### src/rtl/cgra_elastic_pkg.sv
// Shared definitions for the CGRA elastic (valid/ack) channel blocks.
// Provides the default token width and the source-index tag width helper.
package cgra_elastic_pkg;

  localparam int DATA_WIDTH_DEF = 8;

  // Tag width for a given input count; never narrower than one bit.
  function automatic int sel_width(input int n);
    if (n > 1) begin
      return $clog2(n);
    end else begin
      return 1;
    end
  endfunction

endpackage

### src/rtl/elastic_rr_arbiter_if.sv
// Bundle of the NUM_IN elastic producer channels and the merged consumer channel.
// slave is the arbiter side, master is the producer/consumer environment side.
interface elastic_rr_arbiter_if
  import cgra_elastic_pkg::*;
#(
  parameter int DATA_WIDTH = DATA_WIDTH_DEF,
  parameter int NUM_IN     = 4
);

  localparam int SEL_W = sel_width(NUM_IN);

  logic [NUM_IN*DATA_WIDTH-1:0] io_d_in;
  logic [NUM_IN-1:0]            io_v_in;
  logic [NUM_IN-1:0]            io_a_in;
  logic [DATA_WIDTH-1:0]        io_d_out;
  logic [SEL_W-1:0]             io_sel_out;
  logic                         io_v_out;
  logic                         io_a_out;

  modport slave (
    input  io_d_in,
    input  io_v_in,
    output io_a_in,
    output io_d_out,
    output io_sel_out,
    output io_v_out,
    input  io_a_out
  );

  modport master (
    output io_d_in,
    output io_v_in,
    input  io_a_in,
    input  io_d_out,
    input  io_sel_out,
    input  io_v_out,
    output io_a_out
  );

endinterface

### src/rtl/rr_priority_picker.sv
// Combinational round-robin picker: rotate requests so ptr is at bit 0,
// take the lowest set bit, then rotate the winner index back.
module rr_priority_picker
  import cgra_elastic_pkg::*;
#(
  parameter int  NUM_IN = 4,
  localparam int SEL_W  = sel_width(NUM_IN)
) (
  input  logic [NUM_IN-1:0] req,
  input  logic [SEL_W-1:0]  ptr,
  output logic [NUM_IN-1:0] gnt_onehot,
  output logic [SEL_W-1:0]  gnt_idx,
  output logic              any
);

  logic [NUM_IN-1:0] rot_s;
  logic              found_s;
  int                first_s;
  int                win_s;

  // Rotate right by ptr; ptr < NUM_IN so a single subtraction wraps it.
  always_comb begin
    rot_s = '0;
    for (int i = 0; i < NUM_IN; i++) begin
      if ((i + int'(ptr)) >= NUM_IN) begin
        rot_s[i] = req[i + int'(ptr) - NUM_IN];
      end else begin
        rot_s[i] = req[i + int'(ptr)];
      end
    end
  end

  // Priority encode, lowest rotated position wins.
  always_comb begin
    found_s = 1'b0;
    first_s = 0;
    for (int i = NUM_IN - 1; i >= 0; i--) begin
      if (rot_s[i]) begin
        found_s = 1'b1;
        first_s = i;
      end else begin
        found_s = found_s;
      end
    end
  end

  // Rotate the winner back to an absolute input index.
  always_comb begin
    gnt_onehot = '0;
    gnt_idx    = '0;
    win_s      = first_s + int'(ptr);
    if (win_s >= NUM_IN) begin
      win_s = win_s - NUM_IN;
    end else begin
      win_s = win_s;
    end
    if (found_s) begin
      gnt_idx             = SEL_W'(win_s);
      gnt_onehot[win_s]   = 1'b1;
    end else begin
      gnt_idx    = '0;
      gnt_onehot = '0;
    end
  end

  assign any = |req;

endmodule

### src/rtl/elastic_rr_arbiter.sv
// Merges NUM_IN elastic producers onto one registered elastic output slot with
// round-robin grant; each output token carries the index of its source input.
module elastic_rr_arbiter
  import cgra_elastic_pkg::*;
#(
  parameter int  DATA_WIDTH = DATA_WIDTH_DEF,
  parameter int  NUM_IN     = 4,
  localparam int SEL_W      = sel_width(NUM_IN)
) (
  input  logic                clock,
  input  logic                reset,
  elastic_rr_arbiter_if.slave bus
);

  logic [SEL_W-1:0]      ptr_r;
  logic [SEL_W-1:0]      ptr_next_s;
  logic [DATA_WIDTH-1:0] d_out_r;
  logic [SEL_W-1:0]      sel_out_r;
  logic                  v_out_r;

  logic [NUM_IN-1:0]     gnt_onehot_s;
  logic [SEL_W-1:0]      gnt_idx_s;
  logic                  any_s;
  logic                  load_en_s;
  logic                  accept_s;
  logic [DATA_WIDTH-1:0] d_sel_s;
  logic [NUM_IN-1:0]     a_in_s;

  rr_priority_picker #(
    .NUM_IN (NUM_IN)
  ) u_picker (
    .req        (bus.io_v_in),
    .ptr        (ptr_r),
    .gnt_onehot (gnt_onehot_s),
    .gnt_idx    (gnt_idx_s),
    .any        (any_s)
  );

  // Slot can take a token when empty or when its current token drains this cycle.
  assign load_en_s = !v_out_r || bus.io_a_out;
  assign accept_s  = load_en_s && any_s;

  // Ack only the granted producer, and never while reset holds the slot cleared.
  always_comb begin
    a_in_s = '0;
    if (!reset && accept_s) begin
      a_in_s = gnt_onehot_s;
    end else begin
      a_in_s = '0;
    end
  end

  // Select the granted token and compute the pointer just past the winner.
  always_comb begin
    d_sel_s    = bus.io_d_in[int'(gnt_idx_s)*DATA_WIDTH +: DATA_WIDTH];
    ptr_next_s = '0;
    if (gnt_idx_s == SEL_W'(NUM_IN - 1)) begin
      ptr_next_s = '0;
    end else begin
      ptr_next_s = gnt_idx_s + SEL_W'(1);
    end
  end

  // Output slot and round-robin pointer.
  always_ff @(posedge clock or posedge reset) begin
    if (reset) begin
      ptr_r     <= '0;
      d_out_r   <= '0;
      sel_out_r <= '0;
      v_out_r   <= 1'b0;
    end else if (accept_s) begin
      d_out_r   <= d_sel_s;
      sel_out_r <= gnt_idx_s;
      v_out_r   <= 1'b1;
      ptr_r     <= ptr_next_s;
    end else if (load_en_s) begin
      // Drained with nothing to replace it: data and tag keep their last values.
      v_out_r   <= 1'b0;
    end else begin
      v_out_r   <= v_out_r;
    end
  end

  assign bus.io_a_in    = a_in_s;
  assign bus.io_d_out   = d_out_r;
  assign bus.io_sel_out = sel_out_r;
  assign bus.io_v_out   = v_out_r;

endmodule

### src/flat_wrapper.sv
// flat-port wrapper written by rule: the top's interface ports become plain ports
module elastic_rr_arbiter_flat import cgra_elastic_pkg::*;
#(
  parameter int  DATA_WIDTH = DATA_WIDTH_DEF,
  parameter int  NUM_IN     = 4,
  localparam int SEL_W      = sel_width(NUM_IN)
)
  (clock, reset, bus_io_d_in, bus_io_v_in, bus_io_a_in, bus_io_d_out, bus_io_sel_out, bus_io_v_out, bus_io_a_out);
  elastic_rr_arbiter_if #(.DATA_WIDTH(DATA_WIDTH), .NUM_IN(NUM_IN)) bus_i ();
  input  logic clock;
  input  logic reset;
  input wire logic [$bits(bus_i.io_d_in)-1:0] bus_io_d_in;
  input wire logic [$bits(bus_i.io_v_in)-1:0] bus_io_v_in;
  output wire logic [$bits(bus_i.io_a_in)-1:0] bus_io_a_in;
  output wire logic [$bits(bus_i.io_d_out)-1:0] bus_io_d_out;
  output wire logic [$bits(bus_i.io_sel_out)-1:0] bus_io_sel_out;
  output wire logic [$bits(bus_i.io_v_out)-1:0] bus_io_v_out;
  input wire logic [$bits(bus_i.io_a_out)-1:0] bus_io_a_out;
  assign bus_i.io_d_in = bus_io_d_in;
  assign bus_i.io_v_in = bus_io_v_in;
  assign bus_io_a_in = bus_i.io_a_in;
  assign bus_io_d_out = bus_i.io_d_out;
  assign bus_io_sel_out = bus_i.io_sel_out;
  assign bus_io_v_out = bus_i.io_v_out;
  assign bus_i.io_a_out = bus_io_a_out;
  elastic_rr_arbiter #(.DATA_WIDTH(DATA_WIDTH), .NUM_IN(NUM_IN)) u_core (.clock(clock), .reset(reset), .bus(bus_i));
endmodule
### config.mk
export PLATFORM = sky130hd
export DESIGN_NAME = elastic_rr_arbiter_flat
export DESIGN_NICKNAME = d
export VERILOG_FILES = /design/src/rtl/cgra_elastic_pkg.sv /design/src/rtl/elastic_rr_arbiter_if.sv /design/src/rtl/rr_priority_picker.sv /design/src/rtl/elastic_rr_arbiter.sv /design/src/flat_wrapper.sv
export SDC_FILE = /design/constraint.sdc
export NUM_CORES = 1
export LEC_CHECK = 0
export BUFFER_PORTS_ARGS = -buffer_cell sky130_fd_sc_hd__buf_2
export CORE_MARGIN = 5
export CORE_UTILIZATION = 50
export CTS_CLUSTER_SIZE = 8
export DETAILED_ROUTE_END_ITERATION = 10
export PLACE_DENSITY = 0.84
export SLEW_MARGIN = 20
export SYNTH_ARGS = -nofsm -noshare
export SYNTH_HDL_FRONTEND = slang
export SYNTH_SLANG_ARGS = --single-unit
### constraint.sdc
create_clock -name clock -period 7 [get_ports clock]
set_input_delay 1.05 -clock clock [delete_from_list [all_inputs] [get_ports clock]]
set_output_delay 1.05 -clock clock [all_outputs]
set_load 0.01 [all_outputs]
* Word-level counts from Yosys, hierarchy flattened
Cells that the tools add are included.
Widths: inputs -> output; s select.
** Cells by class
- Add/sub/neg operators :: 10
- $lt $le $gt $ge :: 15
- Equality and inequality tests :: 1
- Shifts and indexed selects :: 1
- Mux-type cells :: 44
- Reduce and logical (&&, ||, !) cells :: 8
** Operator list (number)
- $ge 32x4->1 const B :: 4
- $lt 32x4->1 const B :: 4
- $mux 32 :: 4
- $sub 32x4->32 const B :: 4
- $add 32x3->32 :: 1
- $ge 32x1->1 const B :: 1
- $shiftx 32x6->8 :: 1
- $mux 1 :: 26
- $bmux 1 s2 :: 8
- $lt 3x3->1 const B :: 3
- $mux 4 :: 2
- $add 2x2->3 const A :: 2
- $mux 2 :: 3
- $lt 4x4->1 const B :: 1
- $reduce_or 4->1 :: 1
- $sub 2x3->4 const B :: 1
- $add 1x2->3 const A :: 1
- $ge 2x3->1 const B :: 1
- $logic_and 1x1->1 :: 3
- $lt 2x3->1 const B :: 1
- $add 2x1->2 const B :: 1
- $demux 1 s2 :: 1
- $eq 2x2->1 const B :: 1
- $logic_not 1->1 :: 2
- 2 further kinds :: 2
** Word-level totals
- Flip-flop bits (word level) :: 13
- Output and inout port bits :: 15
- Logic and storage cells :: 83

* Longest topological paths before layout
- Depth in word-level cells :: 19
- Gate-level depth with buffers :: 11

* Hierarchy
A second synthesis with hierarchy kept.
** Second synthesis, totals
- Cells, all modules :: 92
- Area total of the unflattened synthesis :: 1052.3 um^2
** Modules (own cells, without submodules)
- elastic_rr_arbiter :: instances 1, cells each 46, area each 726.9 um^2, sequential area each 325.3 um^2
- rr_priority_picker :: instances 1, cells each 46, area each 325.3 um^2, sequential area each 0.0 um^2

* Worst setup path before layout
OpenSTA, ideal clock, no wires.
- Kind :: input to output
- From :: input bus_io_v_in[0]
- To :: output bus_io_a_in[1]
- Data arrival time :: 2770 ps
- Setup slack :: 3180 ps
- Cell stages on the path :: 9
- Path buffers :: 3
- Cells stage by stage :: buf_2 > nor2_1 > a221oi_1 > o21ai_0 > ha_1 > clkbuf_1 > clkbuf_1 > nand3_1 > nor2_1
** Between the ends
- Longest elaborated chain between the ends :: 17
- Elaborated cells on any way between the ends :: 49
- Those cells by class :: add/sub (2); order compare (3); mux (40); reduce/logical (4)
** RTL lines
- start, declared :: RTL line flat_wrapper.sv:13 : input wire logic [$bits(bus_i.io_v_in)-1:0] bus_io_v_in;
- $bmux 1 s2, on equally long branches :: RTL line rr_priority_picker.sv:28, rr_priority_picker.sv:26
- $mux 1, on equally long branches (2 in a row) :: RTL line rr_priority_picker.sv:28, rr_priority_picker.sv:26
- $mux 1 :: RTL line rr_priority_picker.sv:25 : if ((i + int'(ptr)) >= NUM_IN) begin
- $mux 2 :: RTL line rr_priority_picker.sv:38 : if (rot_s[i]) begin
- $mux 32 (3 in a row) :: RTL line rr_priority_picker.sv:38
- $add 32x3->32 :: RTL line rr_priority_picker.sv:51 : win_s = first_s + int'(ptr);
- $sub 32x4->32 / $ge 32x4->1 (equally long branches) :: RTL line rr_priority_picker.sv:53, rr_priority_picker.sv:52
- $mux 32 :: RTL line rr_priority_picker.sv:52 : if (win_s >= NUM_IN) begin
- $ge 32x1->1 (implied by the code) / $lt 32x4->1 (equally long branches) :: RTL line rr_priority_picker.sv:59 : gnt_onehot[win_s] = 1'b1;
- $logic_and 1x1->1 (implied by the code) :: RTL line rr_priority_picker.sv:59
- $mux 1 (implied by the code) :: RTL line rr_priority_picker.sv:59
- $demux 1 s2 :: RTL line rr_priority_picker.sv:59
- $mux 4 :: RTL line rr_priority_picker.sv:57 : if (found_s) begin
- $mux 4 (*) :: RTL line elastic_rr_arbiter.sv:46 : if (!reset && accept_s) begin
- end, declared :: RTL line flat_wrapper.sv:14 : output wire logic [$bits(bus_i.io_a_in)-1:0] bus_io_a_in;
Every way passes the cells marked *; elsewhere a longest branch is shown, timed or not. The select of a mux whose other input is x is not followed.

* Worst setup path after layout
- From :: input bus_io_v_in[1]
- To :: output bus_io_a_in[2]
Same word-level chain as after synthesis.

==> flow_summary.yaml <==
routing:
  wire_per_inst_um: 15.6
  drc: 0
  via_per_inst: 5.79
  dr.pass1.iters: 4
  drtIter0Drc: 43
  ant_nets: 0
  postRouteWirelength_mm: 3.10
  dr_total_vias: 1152
run_status:
  status: "completed"
floorplan:
  die_w_um: 58.9
  die_h_um: 58.9
  core_area_um2: 2250
  die-area_um2: 3470
  initial_core_util_pct: 53.1
  io_pins: 54
  fp-row-count: 17
timing:
  rsz0062_at_grt: "false"
  finalSetupViolations: 0
  slew_violations: 0
  fin_tns_setup_ns: 0
  tightest_slew_ns: 0.731
  fmaxAchievable_ghz: 0.234
  fin_skew_ns: 0.0103
  post-route-period-util_pct: 60.9
  slew_headroom_pct: 51.1
  period_minus_slack_ns: 4.27
  finalHoldViolations: 0
setup_path:
  crit_chain: "buf_2 -> nor2b_1 -> a221oi_1 -> o21ai_0 -> ha_1 -> xnor2_2 -> nor2_1 -> mux2i_4 -> nor2_1 -> buf_2"
  reg2reg_from: "u_core.ptr_r[0]"
  r2r_slack_ns: 3.85
  cpPeakStageDelay_ns: 0.60
  crit_arrival_ns: 3.22
  cp-start-kind: "input pin"
  r2r_cells: 7
  r2r-end: "u_core.bus.io_d_out[7]"
  path_max_fanout: 11
  critPathKind: "input pin to output pin"
  crit_buf_inv: 2
  cp_top_family: "XOR/XNOR gates"
  crit_slowest_cell: "xnor2_2"
  end_kind: "output pin"
  critPathRequiredTime_ns: 5.95
cells_and_area:
  antennaDiodeCount: 0
  syn2layout_area_growth_pct: 21.7
  fillCellCount: 214
  final_cell_mix: "buf_2 (53), nand3_1 (19), nor2_1 (16)"
  multi_input_area_um2: 779
  utilization_pct: 64.5
  fin_nets: 212
  final_common_cell: "buf_2"
  regArea_um2: 325
  drive_gt1_share_pct: 40.4
clock_tree:
  cts_made_buffers: 3
  htree_levels: 1
  cts_setup_buffers: 0
  cts_sinks: 13
  ctsRootBufferMaster: "clkbuf_4"
  clk_latency_ns: 0.28
  ctsResizeCount: 0
  cts_tree: "yes"
  clockBufferDepth: 2
  clk_pin_slew_ns: 0.08
  hold_buffers: 0
flow_run:
  cap_violations: 0
global_route:
  first_global_vias: 1148
  grt_first_pass_wirelength_mm: 5.04
  grt_max_degree: 20
  overflow: 0
  track_usage_pct: 18.7
  antenna_found_initial: 0
synthesis:
  synth-seq-cells: 13
  yosysWarnings: 0
  syn_inst: 124
  yosysSeqAreaShare_pct: 27.2
  synth_fp_nets: 164
  syn_area_per_cell_um2: 9.65
  synth.distinct_cells: 33
  synthesis.area_um2: 1200
min_path:
  hold_start: "u_core.bus.io_sel_out[0]"
  holdPathEnd: "u_core.bus.io_sel_out[0]"
  hp-class: "flip-flop to flip-flop"
  whs_path_depth: 2
place:
  port_buffers: 53
  dp_hpwl_mm: 2.33
  place.gp.congestion: 0.800
power:
  irDropWorstVdd_mv: 0.276
  p_per_area_nw_per_um2: 540
  leakage_uw: 0.000696
  power.total_uw: 786
-- registers in the layout, summed over array words and instances (netlist names) --
name	flops
u_core.bus.io_sel_out	2
u_core.bus.io_v_out	1
u_core.ptr_r	2
u_core.bus.io_d_out	8
-- final cells by class --
class / count / area share, %
Inverter: 4 / 1.12
Tap cell: 28 / 2.41
Sequential cell: 13 / 22.4
Multi-Input combinational cell: 96 / 53.6
Clock buffer: 4 / 1.81
Timing Repair Buffer: 54 / 18.7
-- per-stage QoR --
step / instance area (um2) / std cells / hold WS, ns / setup WS [ns]
after detailed placement: 1420 / 195 / 0.470 / 2.33
after global routing: 1460 / 199 / 0.532 / 2.52
after global placement: 1420 / 195 / 0.461 / 2.45
after floorplan: 1200 / 124 / 0.516 / 3.18
final: 1460 / 199 / 0.494 / 2.73
after CTS: 1450 / 199 / 0.499 / 2.30
-- power by group --
part	leakage, uW	switching (uW)	internal [uW]
sequential	0.000149	38.8	113
combinational	0.000532	320	266
clock	0.0000150	26.2	22.1
total	0.000696	385	401
-- kinds of logic (layout without fill, tap and decap cells) --
kind of cell / count (synthesis) / count (layout) / share of synthesized area [%]
simple gates: 44 / 44 / 17.2
fa+ha+maj: 1 / 1 / 1.05
buf+inv: 15 / 62 / 8.26
compound gates: 28 / 28 / 16.1
flops: 13 / 13 / 27.2
xor+xnor: 6 / 6 / 9.10
mux: 17 / 17 / 21.1
-- worst register-to-register path, stage by stage (launching register included) --
cell and delay, ns:
dfrtp_1 0.52, nor2b_1 0.22, a221oi_1 0.27, o21ai_0 0.18
ha_1 0.66, clkinv_2 0.36, mux4_1 0.55, mux2_2 0.28
-- layer usage --
metal / share of wire [%] / track usage (%) / wire length [um] / vias to the layer above
li1: - / - / - / 556
met1: 39 / 22.6 / 1210 / 545
met2: 52 / 32.0 / 1610 / 45
met3: 7.2 / 6.14 / 224 / 6
met4: 1.7 / 4.53 / 54 / 0
met5: 0 / 0 / 0 / -
-- cells in the mapped netlist --
cell,instances,area (um2)
nand3_1,19,95.1
nor2_1,16,60.1
dfrtp_1,13,325
mux2i_1,8,80.1
a21oi_1,7,35.0
a31oi_1,5,31.3
nand2_1,5,18.8
a311oi_1,4,35.0
clkbuf_1,4,15.0
mux2_2,4,45.0
mux4_1,4,105
o21ai_0,4,20.0
inv_1,3,11.3
xnor2_1,3,26.3
buf_2,2,10.0
buf_6,2,22.5
clkbuf_4,2,15.0
nor4_1,2,12.5
o21a_1,2,15.0
xnor2_4,2,55.1
a21o_1,1,7.51
a221oi_1,1,8.76
buf_12,1,20.0
clkinv_2,1,5.00
ha_1,1,12.5
mux2i_4,1,22.5
nor2b_1,1,6.26
nor4_2,1,12.5
o211ai_1,1,7.51
o21ai_1,1,5.00
o22a_4,1,17.5
o311a_1,1,10.0
xor2_4,1,27.5
-- how the worst max path moves through the flow --
stage              startpoint              to  slack, ns  cells after the start
6_report       bus_io_v_in[1]  bus_io_a_in[2]       2.73                     10
4_1_cts        bus_io_v_in[1]  bus_io_a_in[2]       2.30                     10
3_3_place_gp   bus_io_v_in[1]  bus_io_a_in[2]       2.45                     10
3_5_place_dp   bus_io_v_in[1]  bus_io_a_in[2]       2.33                     10
5_1_grt        bus_io_v_in[1]  bus_io_a_in[2]       2.52                     10
2_1_floorplan  bus_io_v_in[0]  bus_io_a_in[1]       3.18                      9
(Power assumes the default switching activity.)
